[src/rtl/vram_arbiter.sv]
`default_nettype none
// ============================================================================
// Module   : vram_arbiter
// Brief    : Shares single-port video RAM between the display fetch and Z80 CPU.
//            Define VRAM_SNOW_EN for VZ200-style CPU-priority "snow" arbitration.
// Revision : 1.0
// ============================================================================
module vram_arbiter #(
  parameter int AW       = 13,
  parameter int MAX_WAIT = 4,
  parameter int WCW      = 3
) (
  input  logic          PIX_CLK,
  input  logic          RESET_N,
  input  logic          RD,
  input  logic [AW-1:0] DA,
  output logic [7:0]    DD,
  output logic          vid_miss,
  input  logic          cpu_req,
  input  logic          cpu_we,
  input  logic [AW-1:0] cpu_addr,
  input  logic [7:0]    cpu_wdata,
  output logic [7:0]    cpu_rdata,
  output logic          cpu_ack,
  output logic          cpu_wait_n,
  output logic [AW-1:0] ram_addr,
  output logic          ram_we,
  output logic [7:0]    ram_wdata,
  input  logic [7:0]    ram_rdata
);

  typedef enum logic [1:0] {
    S_IDLE   = 2'd0,
    S_ISSUED = 2'd1,
    S_RETURN = 2'd2,
    S_HOLD   = 2'd3
  } state_t;

  typedef enum logic [1:0] {
    OWN_NONE = 2'd0,
    OWN_VID  = 2'd1,
    OWN_CPU  = 2'd2
  } owner_t;

  state_t r_state;
  state_t w_next;
  owner_t r_own1;
  owner_t r_own2;
  logic   r_miss1;
  logic   r_miss2;
  logic   r_cpu_we;
  logic   w_grant;
  logic   w_miss;

`ifdef VRAM_SNOW_EN
  assign w_grant = (r_state == S_IDLE) && cpu_req;
`else
  localparam logic [WCW-1:0] c_MAX_WAIT = WCW'(MAX_WAIT);

  logic [WCW-1:0] r_wait_cnt;

  assign w_grant = (r_state == S_IDLE) && cpu_req &&
                   (!RD || (r_wait_cnt == c_MAX_WAIT));

  // Counts consecutive denied CPU cycles; reaching MAX_WAIT forces the grant.
  always_ff @(posedge PIX_CLK or negedge RESET_N) begin
    if (!RESET_N) begin
      r_wait_cnt <= '0;
    end else if (!cpu_req || w_grant) begin
      r_wait_cnt <= '0;
    end else if ((r_state == S_IDLE) && (r_wait_cnt != c_MAX_WAIT)) begin
      r_wait_cnt <= r_wait_cnt + WCW'(1);
    end
  end
`endif

  assign w_miss     = RD && w_grant;
  assign cpu_wait_n = ~(cpu_req & (r_state != S_HOLD));

  always_comb begin
    w_next = r_state;
    case (r_state)
      S_IDLE:   if (w_grant) w_next = S_ISSUED;
      S_ISSUED: w_next = S_RETURN;
      S_RETURN: w_next = S_HOLD;
      S_HOLD:   if (!cpu_req) w_next = S_IDLE;
      default:  w_next = S_IDLE;
    endcase
  end

  always_ff @(posedge PIX_CLK or negedge RESET_N) begin
    if (!RESET_N) begin
      r_state   <= S_IDLE;
      r_own1    <= OWN_NONE;
      r_own2    <= OWN_NONE;
      r_miss1   <= 1'b0;
      r_miss2   <= 1'b0;
      r_cpu_we  <= 1'b0;
      ram_addr  <= '0;
      ram_we    <= 1'b0;
      ram_wdata <= '0;
      DD        <= '0;
      vid_miss  <= 1'b0;
      cpu_rdata <= '0;
      cpu_ack   <= 1'b0;
    end else begin
      r_state <= w_next;

      // ram_wdata only changes on CPU slots, so it still holds the CPU byte
      // two cycles later when a snow collision needs it.
      if (w_grant) begin
        ram_we    <= cpu_we;
        ram_addr  <= cpu_addr;
        ram_wdata <= cpu_wdata;
        r_cpu_we  <= cpu_we;
        r_own1    <= OWN_CPU;
      end else if (RD) begin
        ram_we   <= 1'b0;
        ram_addr <= DA;
        r_own1   <= OWN_VID;
      end else begin
        ram_we <= 1'b0;
        r_own1 <= OWN_NONE;
      end

      r_miss1  <= w_miss;
      r_own2   <= r_own1;
      r_miss2  <= r_miss1;
      vid_miss <= r_miss2;

      if (r_own2 == OWN_VID) begin
        DD <= ram_rdata;
      end
`ifdef VRAM_SNOW_EN
      else if (r_miss2) begin
        DD <= r_cpu_we ? ram_wdata : ram_rdata;
      end
`endif

      cpu_ack <= (r_state == S_RETURN);
      if ((r_state == S_RETURN) && !r_cpu_we) begin
        cpu_rdata <= ram_rdata;
      end
    end
  end

endmodule
`default_nettype wire

[config.mk]
export PLATFORM = sky130hd
export DESIGN_NAME = vram_arbiter
export DESIGN_NICKNAME = d
export VERILOG_FILES = /design/src/rtl/vram_arbiter.sv
export SDC_FILE = /design/constraint.sdc
export NUM_CORES = 1
export LEC_CHECK = 0
export BUFFER_PORTS_ARGS = -buffer_cell sky130_fd_sc_hd__buf_2
export CORE_MARGIN = 2
export CORE_UTILIZATION = 45
export CTS_BUF_LIST = sky130_fd_sc_hd__clkbuf_2
export DETAILED_ROUTE_END_ITERATION = 8
export GPL_TIMING_DRIVEN = 1
export PLACE_DENSITY = 0.84
export SLEW_MARGIN = 0
export SYNTH_ARGS = -nofsm -noshare
export SYNTH_HDL_FRONTEND = slang
export SYNTH_SLANG_ARGS = --single-unit
export TNS_END_PERCENT = 1
[constraint.sdc]
create_clock -name PIX_CLK -period 1.7 [get_ports PIX_CLK]
set_clock_uncertainty 0.05 [all_clocks]
set_input_delay 0.34 -clock PIX_CLK [delete_from_list [all_inputs] [get_ports PIX_CLK]]
set_output_delay 0.34 -clock PIX_CLK [all_outputs]
set_load 0.005 [all_outputs]
==> After elaboration in Yosys (flattened, before gate mapping) <==
Index checks and enable logic that the tools add are counted.
{ "word_totals": {"inputBits": 47, "regBits": 52, "elab_cells": 50, "out_inout_bits": 41} }
{ "classes": {"n_bitwise": 2, "n_eq_ne": 9, "add_sub_neg": 1, "n_reduce_logical": 14, "n_mux": 10} }
{ "ops": {"columns": ["operator", "count"], "rows": [
  ["$mux 13", 2],
  ["$pmux 2 s4", 1],
  ["$mux 2", 3],
  ["$mux 3", 2],
  ["$ne 2x2->1 const B", 3],
  ["$logic_and 1x1->1", 5],
  ["$eq 2x1->1 const B", 2],
  ["$eq 2x2->1 const B", 2],
  ["$reduce_bool 2->1", 2],
  ["$add 3x1->3 const B", 1],
  ["$eq 3x3->1 const B", 1],
  ["$logic_not 1->1", 3],
  ["$ne 3x3->1 const B", 1],
  ["$logic_not 2->1", 1],
  ["$logic_or 1x1->1", 2],
  ["$mux 1", 2],
  ["$reduce_and 2->1", 1],
  ["$and 1x1->1", 1],
  ["$not 1->1", 1]
]} }

==> Longest topological paths before layout <==
Gate-level depths: netlist of run 1.
{ "logic_depth": {"depth_word": 5, "depth_mapped": 9, "depth_no_buf": 5} }

==> Least setup slack after synthesis of run 1 <==
Ideal clock, no wire load.
{ "synth_timing": {"path_kind": "reg2reg", "startpoint": "reg r_state[0]", "endpoint": "reg r_cpu_we", "synth_period_minus_slack_ns": 1.819, "setup_ns": 0.125, "t_arrival_ns": 1.644, "required_time_ns": 1.525, "slack_ns": -0.119, "path_buffers": 4, "stages_incl_launch_ff": 10, "path_cell_list": "dfrtp_1 -> inv_1 -> ha_1 -> buf_6 -> and2_4 -> buf_6 -> and2_4 -> buf_6 -> buf_6 -> mux2_4"} }
{ "synth_between": {"elab_chain_cells": 3} }
{ "synth_lines": {"columns": ["item", "line_no", "text"], "rows": [
  ["from (decl)", "45", "state_t r_state;"],
  ["from (signal assigned)", "107", "r_state <= w_next;"],
  ["$logic_not 2->1", "62", "assign w_grant = (r_state == S_IDLE) && cpu_req &&"],
  ["$logic_and 1x1->1 (2 in a row)", "62", null],
  ["to (signal assigned)", "115", "r_cpu_we <= cpu_we;"],
  ["to (decl)", "51", "logic r_cpu_we;"]
]} }
Every way passes these cells.
A chain may end at the register's enable or synchronous reset.

==> Worst setup path in the final report of run 1 <==
{ "layout_timing": {"startpoint": "reg r_state[1]", "endpoint": "out cpu_wait_n"} }
{ "layout_between": {"elab_chain_cells": 3} }
{ "layout_lines": {"columns": ["item", "line_no", "text"], "rows": [
  ["$ne 2x2->1", "78", "assign cpu_wait_n = ~(cpu_req & (r_state != S_HOLD));"],
  ["$and 1x1->1", "78", null],
  ["$not 1->1", "78", null],
  ["to (decl)", "25", "output logic cpu_wait_n,"]
]} }
Every way passes these cells.

==> impl_metrics.ini, run 1 <==
[run_status]
status = finished, violations left
violations = setup timing

[floorplan]
die_area_mm2 = 0.00543
ios = 88
core_mm2 = 0.00469
fp-row-count = 25
start_util_pct = 46.6
die_h_um = 73.7
fp.dieW_um = 73.7

[setup_path]
critPathLaunchType = register
r2r_slack_ns = -0.03
worstPathRequired_ns = 1.31
end_kind = output pin
path_max_fanout = 4
crit_start = r_state[1]
reg2reg_to = ram_wdata[0]
arrival_ns = 1.38
rr_worst_depth = 5
reg2reg_from = r_state[1]
path_class = register to output pin

[timing]
setup_viol = 6
fmax_mhz = 566
setup_slack_ns = -0.0665
tns_ns = -0.214
finalCritPeriodShare_pct = 104
maxSlewViolCount = 0
holdWs_ns = 0.0381
max_slew_margin_pct = 61.4
final-hold-violation-count = 0
worst_pin_slew_ns = 0.579
post-route-min-period_ns = 1.77
rsz0062_at_grt = yes

[placement]
routabilityCongestion = 0.824
dp.cells = 302
dp_hpwl_um = 3030
port_buffers = 87

[layout]
antenna_cells = 0
utilization_pct = 59.3
areaGrowthSynthToFinish_pct = 27.2
final-instance-count-excl-fill = 312
nets = 310
drive_above_1_share_pct = 53.9

[global_routing]
grt_pass1_wl_um = 6960
antenna_found_initial = 0
grt_max_degree = 53
grt_pass1_vias = 1543
grt.overflow.total = 0
track_usage_pct = 16.8

[cts]
path_clk_slew_ns = 0.26
cts_buffers = 5
clock_path_buffers = 2
cts_tree = yes
clock_latency_ns = 0.44
cts_root_buffer = clkbuf_2
numClockSinks = 52
h-tree-depth = 2

[synthesis]
syn_nets = 219
yosysUniqueCellTypes = 25
synth_area_mm2 = 0.00219
avgSynthCellArea_um2 = 13.2
synthCells = 166
yosys_warnings = 0
synth-seq-area-share_pct = 59.5
synth-seq-cells = 52

[power]
leakage_nw = 1.40
fin_total_pwr_w = 0.00379
power.density_mw_per_mm2 = 1370
ir_drop_v = 0.000563

[detailed_routing]
vias = 1628
antenna_left = 0
via_per_inst = 5.22
drc = 0
wire_per_inst_um = 14.0
drtPass1Iterations = 4
drt-total-wl_um = 4380
dr.first_iter.drc_count = 59

[worst_hold_path]
min_path_cells = 3
worstHoldStart = DA[10]
hold_path_end = ram_addr[10]
hold_class = input port to register

[flow_run]
drv_cap = 0
==> worst max-delay path: stages (launching register included) <==
cell and delay (ns):
dfrtp_1 0.48, ha_2 0.21, nand2b_4 0.13, buf_6 0.11
==> cell families after synthesis <==
| group | count (synthesis) | synth area share, % |
|---|---|---|
| AO/OA/AOI/OAI | 34 | 10.8 |
| adder cells (fa/ha/maj) | 6 | 3.43 |
| buffers and inverters | 17 | 4.46 |
| flip-flops | 52 | 59.5 |
| multiplexers | 28 | 15.2 |
| AND/OR/NAND/NOR | 29 | 6.53 |
==> layout make-up <==
cell class | instances | area [um2]
clock inverter | 3 | 18.8
sequential | 52 | 1300
multi-input combinational | 97 | 817
tap | 54 | 67.6
fill | 404 | 1910
clock buffer | 5 | 25.0
timing repair buffer | 97 | 536
inverter | 4 | 15.0
==> layer usage <==
metal  GRT usage [%]  routed length [um]  vias up
met5               0                   0        -
met4            4.85                  54        0
met3            4.25                 255        7
met2            27.2                2120       58
met1            22.3                1950      795
li1                -                   -      768
==> synth_stat cells <==
master / count / area share [%]
a21bo_1: 1 / 0.46
a21boi_0: 1 / 0.34
a21oi_1: 2 / 0.46
a32oi_1: 13 / 5.2
and2_1: 1 / 0.29
and2_4: 2 / 0.80
and3_1: 3 / 0.86
buf_2: 3 / 0.69
buf_6: 4 / 2.1
clkbuf_1: 6 / 1.0
dfrtp_1: 52 / 60
ha_1: 6 / 3.4
inv_1: 4 / 0.69
mux2_2: 22 / 11
mux2_4: 5 / 3.4
mux2i_1: 1 / 0.46
nand2_1: 15 / 2.6
nand2b_1: 3 / 0.86
nand3_1: 1 / 0.23
nor2_1: 2 / 0.34
nor2b_1: 2 / 0.57
o21a_1: 2 / 0.69
o21ai_0: 13 / 3.0
o22ai_1: 1 / 0.29
o32ai_1: 1 / 0.40
==> registers in the layout (all words and copies together), names as in the netlist <==
| name | cells |
|---|---|
| ram_we | 1 |
| ram_addr | 13 |
| ram_wdata | 8 |
| r_own1 | 2 |
| r_miss1 | 1 |
| cpu_rdata | 8 |
| r_own2 | 2 |
| vid_miss | 1 |
| cpu_ack | 1 |
| r_state | 2 |
| r_cpu_we | 1 |
| r_miss2 | 1 |
| DD | 8 |
| r_wait_cnt | 3 |
==> layout by cell type (no fill, tap or decap), types with 2 or more instances in the layout <==
cell type | synthesis | routed
buf_2 | 3 | 86
dfrtp_1 | 52 | 52
mux2_2 | 22 | 22
nand2_1 | 15 | 15
a32oi_1 | 13 | 13
o21ai_0 | 13 | 13
buf_4 | 0 | 7
mux2_4 | 5 | 5
clkbuf_2 | 0 | 5
ha_1 | 6 | 4
inv_1 | 4 | 3
and3_1 | 3 | 3
and2_4 | 2 | 2
nor2b_1 | 2 | 2
nor2_1 | 2 | 2
o21a_1 | 2 | 2
nand2b_1 | 3 | 2
a21oi_2 | 0 | 2
clkinv_2 | 0 | 2
buf_6 | 4 | 2
==> what timing repair did <==
item / in CTS / in global routing
pin swaps: 0 / 1
hold endpoints to repair: 52 / 0
setup endpoints to repair: 18 / 21
buffers inserted: 0 / 1
hold buffers: 1 / 0
resized for setup: 3 / 4
==> report_power, final <==
| part | switching, W | internal, W |
|---|---|---|
| Clock | 0.000392 | 0.0000999 |
| Sequential | 0.000199 | 0.00163 |
| Combinational | 0.000615 | 0.000862 |
| Total | 0.00121 | 0.00259 |
==> worst max path at each step <==
stage | end | slack (ns) | cells past startpoint
after floorplan | r_cpu_we | -0.1 | 9
final | cpu_wait_n | -0.07 | 3
after detailed placement | ram_addr[0] | -0.12 | 5
after global routing | cpu_wait_n | -0.13 | 3
after global placement | ram_addr[12] | 0.02 | 5
after CTS | cpu_wait_n | -0.08 | 3
==> through the flow <==
stage               setup slack, ns  instance area (um2)
finish                      -0.0665                 2780
CTS                         -0.0770                 2750
global placement             0.0237                 2680
floorplan                   -0.0997                 2190
detailed placement           -0.120                 2680
global route                 -0.127                 2780
(Power assumes the default switching activity.)
==> run 2: changes to the inputs <==
CAP_MARGIN = 10   (was not set)
CORE_MARGIN = not set   (was 2)
clock period = 1.4 ns   (was 1.7 ns; I/O delays follow)
==> run 2 against run 1 <==
The flow still finishes with violations (setup timing). Sequential cell count stayed put. Critical path depth stayed put. Largest power group is now combinational cells. Non-clock buffer count is 44 higher. Cell area is 19% higher. Sequential power is 22% higher. Largest cell class unchanged.
==> impl_metrics.ini, run 2 (same netlist as run 1, synthesis figures left out) <==
[cts]
cts_tree = yes
cts_buffers = 5
h-tree-depth = 2
clock_latency_ns = 0.43
cts_root_buffer = clkbuf_2
path_clk_slew_ns = 0.25
numClockSinks = 52
clock_path_buffers = 2

[timing]
maxSlewViolCount = 0
max_slew_margin_pct = 73.7
final-hold-violation-count = 0
worst_pin_slew_ns = 0.394
setup_viol = 35
post-route-min-period_ns = 1.63
tns_ns = -4.00
holdWs_ns = 0.0244
fmax_mhz = 614
setup_slack_ns = -0.230
rsz0062_at_grt = yes
finalCritPeriodShare_pct = 116

[floorplan]
start_util_pct = 48.5
ios = 88
die_h_um = 71.7
fp.dieW_um = 71.7
core_mm2 = 0.00450
fp-row-count = 24
die_area_mm2 = 0.00514

[global_routing]
grt_pass1_vias = 1871
track_usage_pct = 21.9
grt.overflow.total = 0
grt_pass1_wl_um = 8490
antenna_found_initial = 0
grt_max_degree = 53

[layout]
drive_above_1_share_pct = 52.5
final_common_cell = buf_2
largest_reg_flops = 13
antenna_cells = 0
nFillCells = 288
nets = 355
areaGrowthSynthToFinish_pct = 51.3
postLayoutCellArea_mm2 = 0.00331
top_register = ram_addr
layout_common_cells = buf_2 (86), dfrtp_1 (52), dlygate4sd3_1 (33)
utilization_pct = 73.4

[run_status]
status = finished, violations left
violations = setup timing

[setup_path]
critPathBufInv = 1
slowest_stage = dfrtp_1
arrival_ns = 1.30
path_cells = ha_2, nand2b_4, buf_6
crit_family = flip-flops
path_max_fanout = 3
path_class = register to output pin
critPathLaunchType = register
cpPeakStageDelay_ns = 0.45
end_kind = output pin
worstPathRequired_ns = 1.07

[worst_hold_path]
hold_class = input port to register

[placement]
dp_hpwl_um = 3280
routabilityCongestion = 0.823
port_buffers = 87
placed_cell_area_mm2 = 0.00277

[detailed_routing]
dr.first_iter.drc_count = 72
wire_per_inst_um = 15.6
vias = 1823
drtPass1Iterations = 4
drc = 0
antenna_left = 0
drt-total-wl_um = 5530
via_per_inst = 5.14

[power]
power.density_mw_per_mm2 = 1600
ir_drop_v = 0.000926
fin_total_pwr_w = 0.00529
leakage_nw = 1.64

[flow_run]
drv_cap = 0
==> run 2: worst paths after layout <==
check                       startpoint      endpoint  slack (ns)  cells after the start
min in group asynchronous      RESET_N      r_cpu_we        0.28                      3
hold / removal             cpu_addr[5]   ram_addr[5]        0.02                      3
setup / recovery            r_state[1]    cpu_wait_n       -0.23                      3
setup reg to reg            r_state[0]    r_state[1]       -0.20                      6
hold reg to reg                r_miss2      vid_miss        0.33                      0
max in group asynchronous      RESET_N  cpu_rdata[7]        0.79                      3
==> run 2: layout make-up <==
type	instances	area, um2	share of cell area, %
flip-flops and latches	52	1300	39.3
repair buffers	141	970	29.3
clock inverters	2	38.8	1.17
well taps	52	65.1	1.97
clock buffers	6	30.0	0.908
inverters	4	17.5	0.530
multi-input cells	98	885	26.7
==> run 2: tightest hold or removal path, cell delays in order <==
cell and delay, ns:
buf_2 0.07, a32oi_1 0.07, o21ai_1 0.06
==> run 2: per-stage QoR <==
step                setup slack [ns]  instances
finish                        -0.230        355
CTS                           -0.250        345
floorplan                     -0.400        166
global placement              -0.149        311
detailed placement            -0.200        311
global route                  -0.318        355
==> run 2: per-layer routing <==
layer / GRT usage, % / up-vias / share of wire, %
met1: 25.7 / 870 / 41
li1: - / 865 / -
met5: 0 / - / 0
met2: 38.5 / 76 / 52
met3: 5.77 / 12 / 5.1
met4: 8.28 / 0 / 2.3
==> run 2: power by group <==
group | total, W | leakage [nW] | internal, W | switching, W
Sequential | 0.00223 | 0.638 | 0.00198 | 0.000251
Combinational | 0.00228 | 0.961 | 0.00137 | 0.000911
Clock | 0.000777 | 0.0436 | 0.000316 | 0.000461
==> run 2: repair_timing <==
item | in CTS | in global routing
cloned | 1 | 0
hold buffers | 23 | 10
setup endpoints to repair | 35 | 69
setup buffers | 2 | 0
endpoints found under the hold margin | 76 | 14
resized for setup | 32 | 6
pin swaps | 1 | 2
==> run 3: changes to the inputs <==
PLACE_DENSITY = 0.78   (was 0.84)
SKIP_CTS_REPAIR_TIMING = 1   (was not set)
==> run 3 against run 2 <==
The flow still finishes with violations (setup timing). Count of clock-buffer cells in the layout stayed put. Cell count shrank 2.0%. Worst hold slack got worse by 0.0074 ns. Fmax is 1.7% lower.
==> impl_metrics.ini, run 3 (same netlist as run 1, synthesis figures left out) <==
[run_status]
status = finished, violations left
violations = setup timing

[detailed_routing]
vias = 1810
antenna_left = 0
drtPass1Iterations = 4
via_per_inst = 5.20
wire_per_inst_um = 14.8
dr.first_iter.drc_count = 85
drc = 0
drt-total-wl_um = 5160

[worst_hold_path]
hold_path_end = ram_addr[0]
worstHoldStart = DA[0]
hold_class = input port to register
min_path_cells = 3

[setup_path]
path_cells = ha_2, nand2b_4, buf_6
path_max_fanout = 4
worstPathRequired_ns = 1.07
crit_family = flip-flops
path_class = register to output pin
cpPeakStageDelay_ns = 0.47
slowest_stage = dfrtp_1
critPathLaunchType = register
end_kind = output pin
reg2reg_to = r_state[1]
rr_worst_depth = 5
arrival_ns = 1.33
critPathBufInv = 1
r2r_slack_ns = -0.21
reg2reg_from = r_state[1]

[layout]
multi_input_area_um2 = 838
antenna_cells = 0
nFillCells = 323
largest_reg_flops = 13
layout_common_cells = buf_2 (86), dfrtp_1 (52), dlygate4sd3_1 (27)
final_common_cell = buf_2
postLayoutCellArea_mm2 = 0.00319
seqCellArea_mm2 = 0.00130
areaGrowthSynthToFinish_pct = 45.7
nets = 348
top_register = ram_addr
drive_above_1_share_pct = 52.4

[global_routing]
grt.overflow.total = 0
grt_pass1_vias = 1670
track_usage_pct = 18.9
grt_max_degree = 53
gr-usage-met1_pct = 23.6
use_met2_pct = 32.8
busiest_layer = met2
antenna_found_initial = 0
grt_pass1_wl_um = 7580
use_met3_pct = 3.66

[cts]
cts_tree = yes
clock_latency_ns = 0.43
cts_root_buffer = clkbuf_2
clock_path_buffers = 2
h-tree-depth = 2
cts_buffers = 5
numClockSinks = 52
path_clk_slew_ns = 0.25

[timing]
final-hold-violation-count = 0
setup_slack_ns = -0.259
fmax_mhz = 603
setup_viol = 33
post-route-min-period_ns = 1.66
worst_pin_slew_ns = 0.394
holdWs_ns = 0.0169
max_slew_margin_pct = 73.7
rsz0062_at_grt = yes
maxSlewViolCount = 0
finalCritPeriodShare_pct = 118

[power]
ir_drop_v = 0.000719
power.density_mw_per_mm2 = 1530
fin_total_pwr_w = 0.00488
leakage_nw = 1.58

[floorplan]
die_h_um = 71.7
core_mm2 = 0.00450
fp-row-count = 24
die_area_mm2 = 0.00514
ios = 88
start_util_pct = 48.5
fp.dieW_um = 71.7

[placement]
routabilityCongestion = 0.717
dp_hpwl_um = 3290
place_ws_ns = -0.223
placed_cell_area_mm2 = 0.00279
port_buffers = 87

[flow_run]
drv_cap = 0
-- run 3: cell count changes in the layout (fill, tap and decap cells not counted), sizes merged --
cell / previous run / this run
dlygate4sd3: 33 / 27
buf: 108 / 107
bufinv: 1 / 0
clkinv: 0 / 1
clkinvlp: 0 / 1
inv: 5 / 4
-- run 3: worst max path at each step --
stage / startpoint / cells past startpoint / slack [ns] / end
after global routing: r_state[1] / 3 / -0.33 / cpu_wait_n
after detailed placement: r_state[1] / 5 / -0.22 / ram_wdata[2]
final: r_state[1] / 3 / -0.26 / cpu_wait_n
after CTS: r_state[1] / 3 / -0.34 / cpu_wait_n
after global placement: r_state[1] / 5 / -0.18 / r_state[1]
after floorplan: r_state[1] / 9 / -0.40 / r_cpu_we
-- run 3: per-stage QoR --
step	utilization (%)	setup TNS, ns	std cells
2_1_floorplan	-	-7.40	166
3_3_place_gp	61.9	-4.11	311
3_5_place_dp	61.9	-5.48	311
4_1_cts	62.9	-6.96	319
5_1_grt	70.7	-6.63	348
6_report	70.7	-4.24	348
-- run 3: worst register-to-register path, cell delays in order, from the launching register on --
cell and delay (ns):
dfrtp_1 0.45, inv_1 0.10, ha_4 0.18, mux2_2 0.27
a21oi_2 0.15, mux2_2 0.35
-- run 3: final cells by class --
cell class	instances	share of cell area (%)
timing repair buffer	134	28.9
sequential	52	40.8
multi-input combinational	98	26.3
tap	52	2.04
clock buffer	6	0.943
inverter	4	0.471
clock inverter	2	0.511
-- run 3: power by group --
| part | total (W) | internal (W) | leakage (nW) | switching, W |
|---|---|---|---|---|
| Clock | 0.000598 | 0.000133 | 0.0292 | 0.000464 |
| Sequential | 0.00222 | 0.00198 | 0.638 | 0.000242 |
| Combinational | 0.00207 | 0.00125 | 0.913 | 0.000823 |
-- run 3: metal layers --
metal / wire [um] / vias up / part of all wire, %
li1: - / 842 / -
met1: 2110 / 868 / 41
met2: 2680 / 92 / 52
met3: 312 / 8 / 6.1
met4: 56 / 0 / 1.1
met5: 0 / - / 0
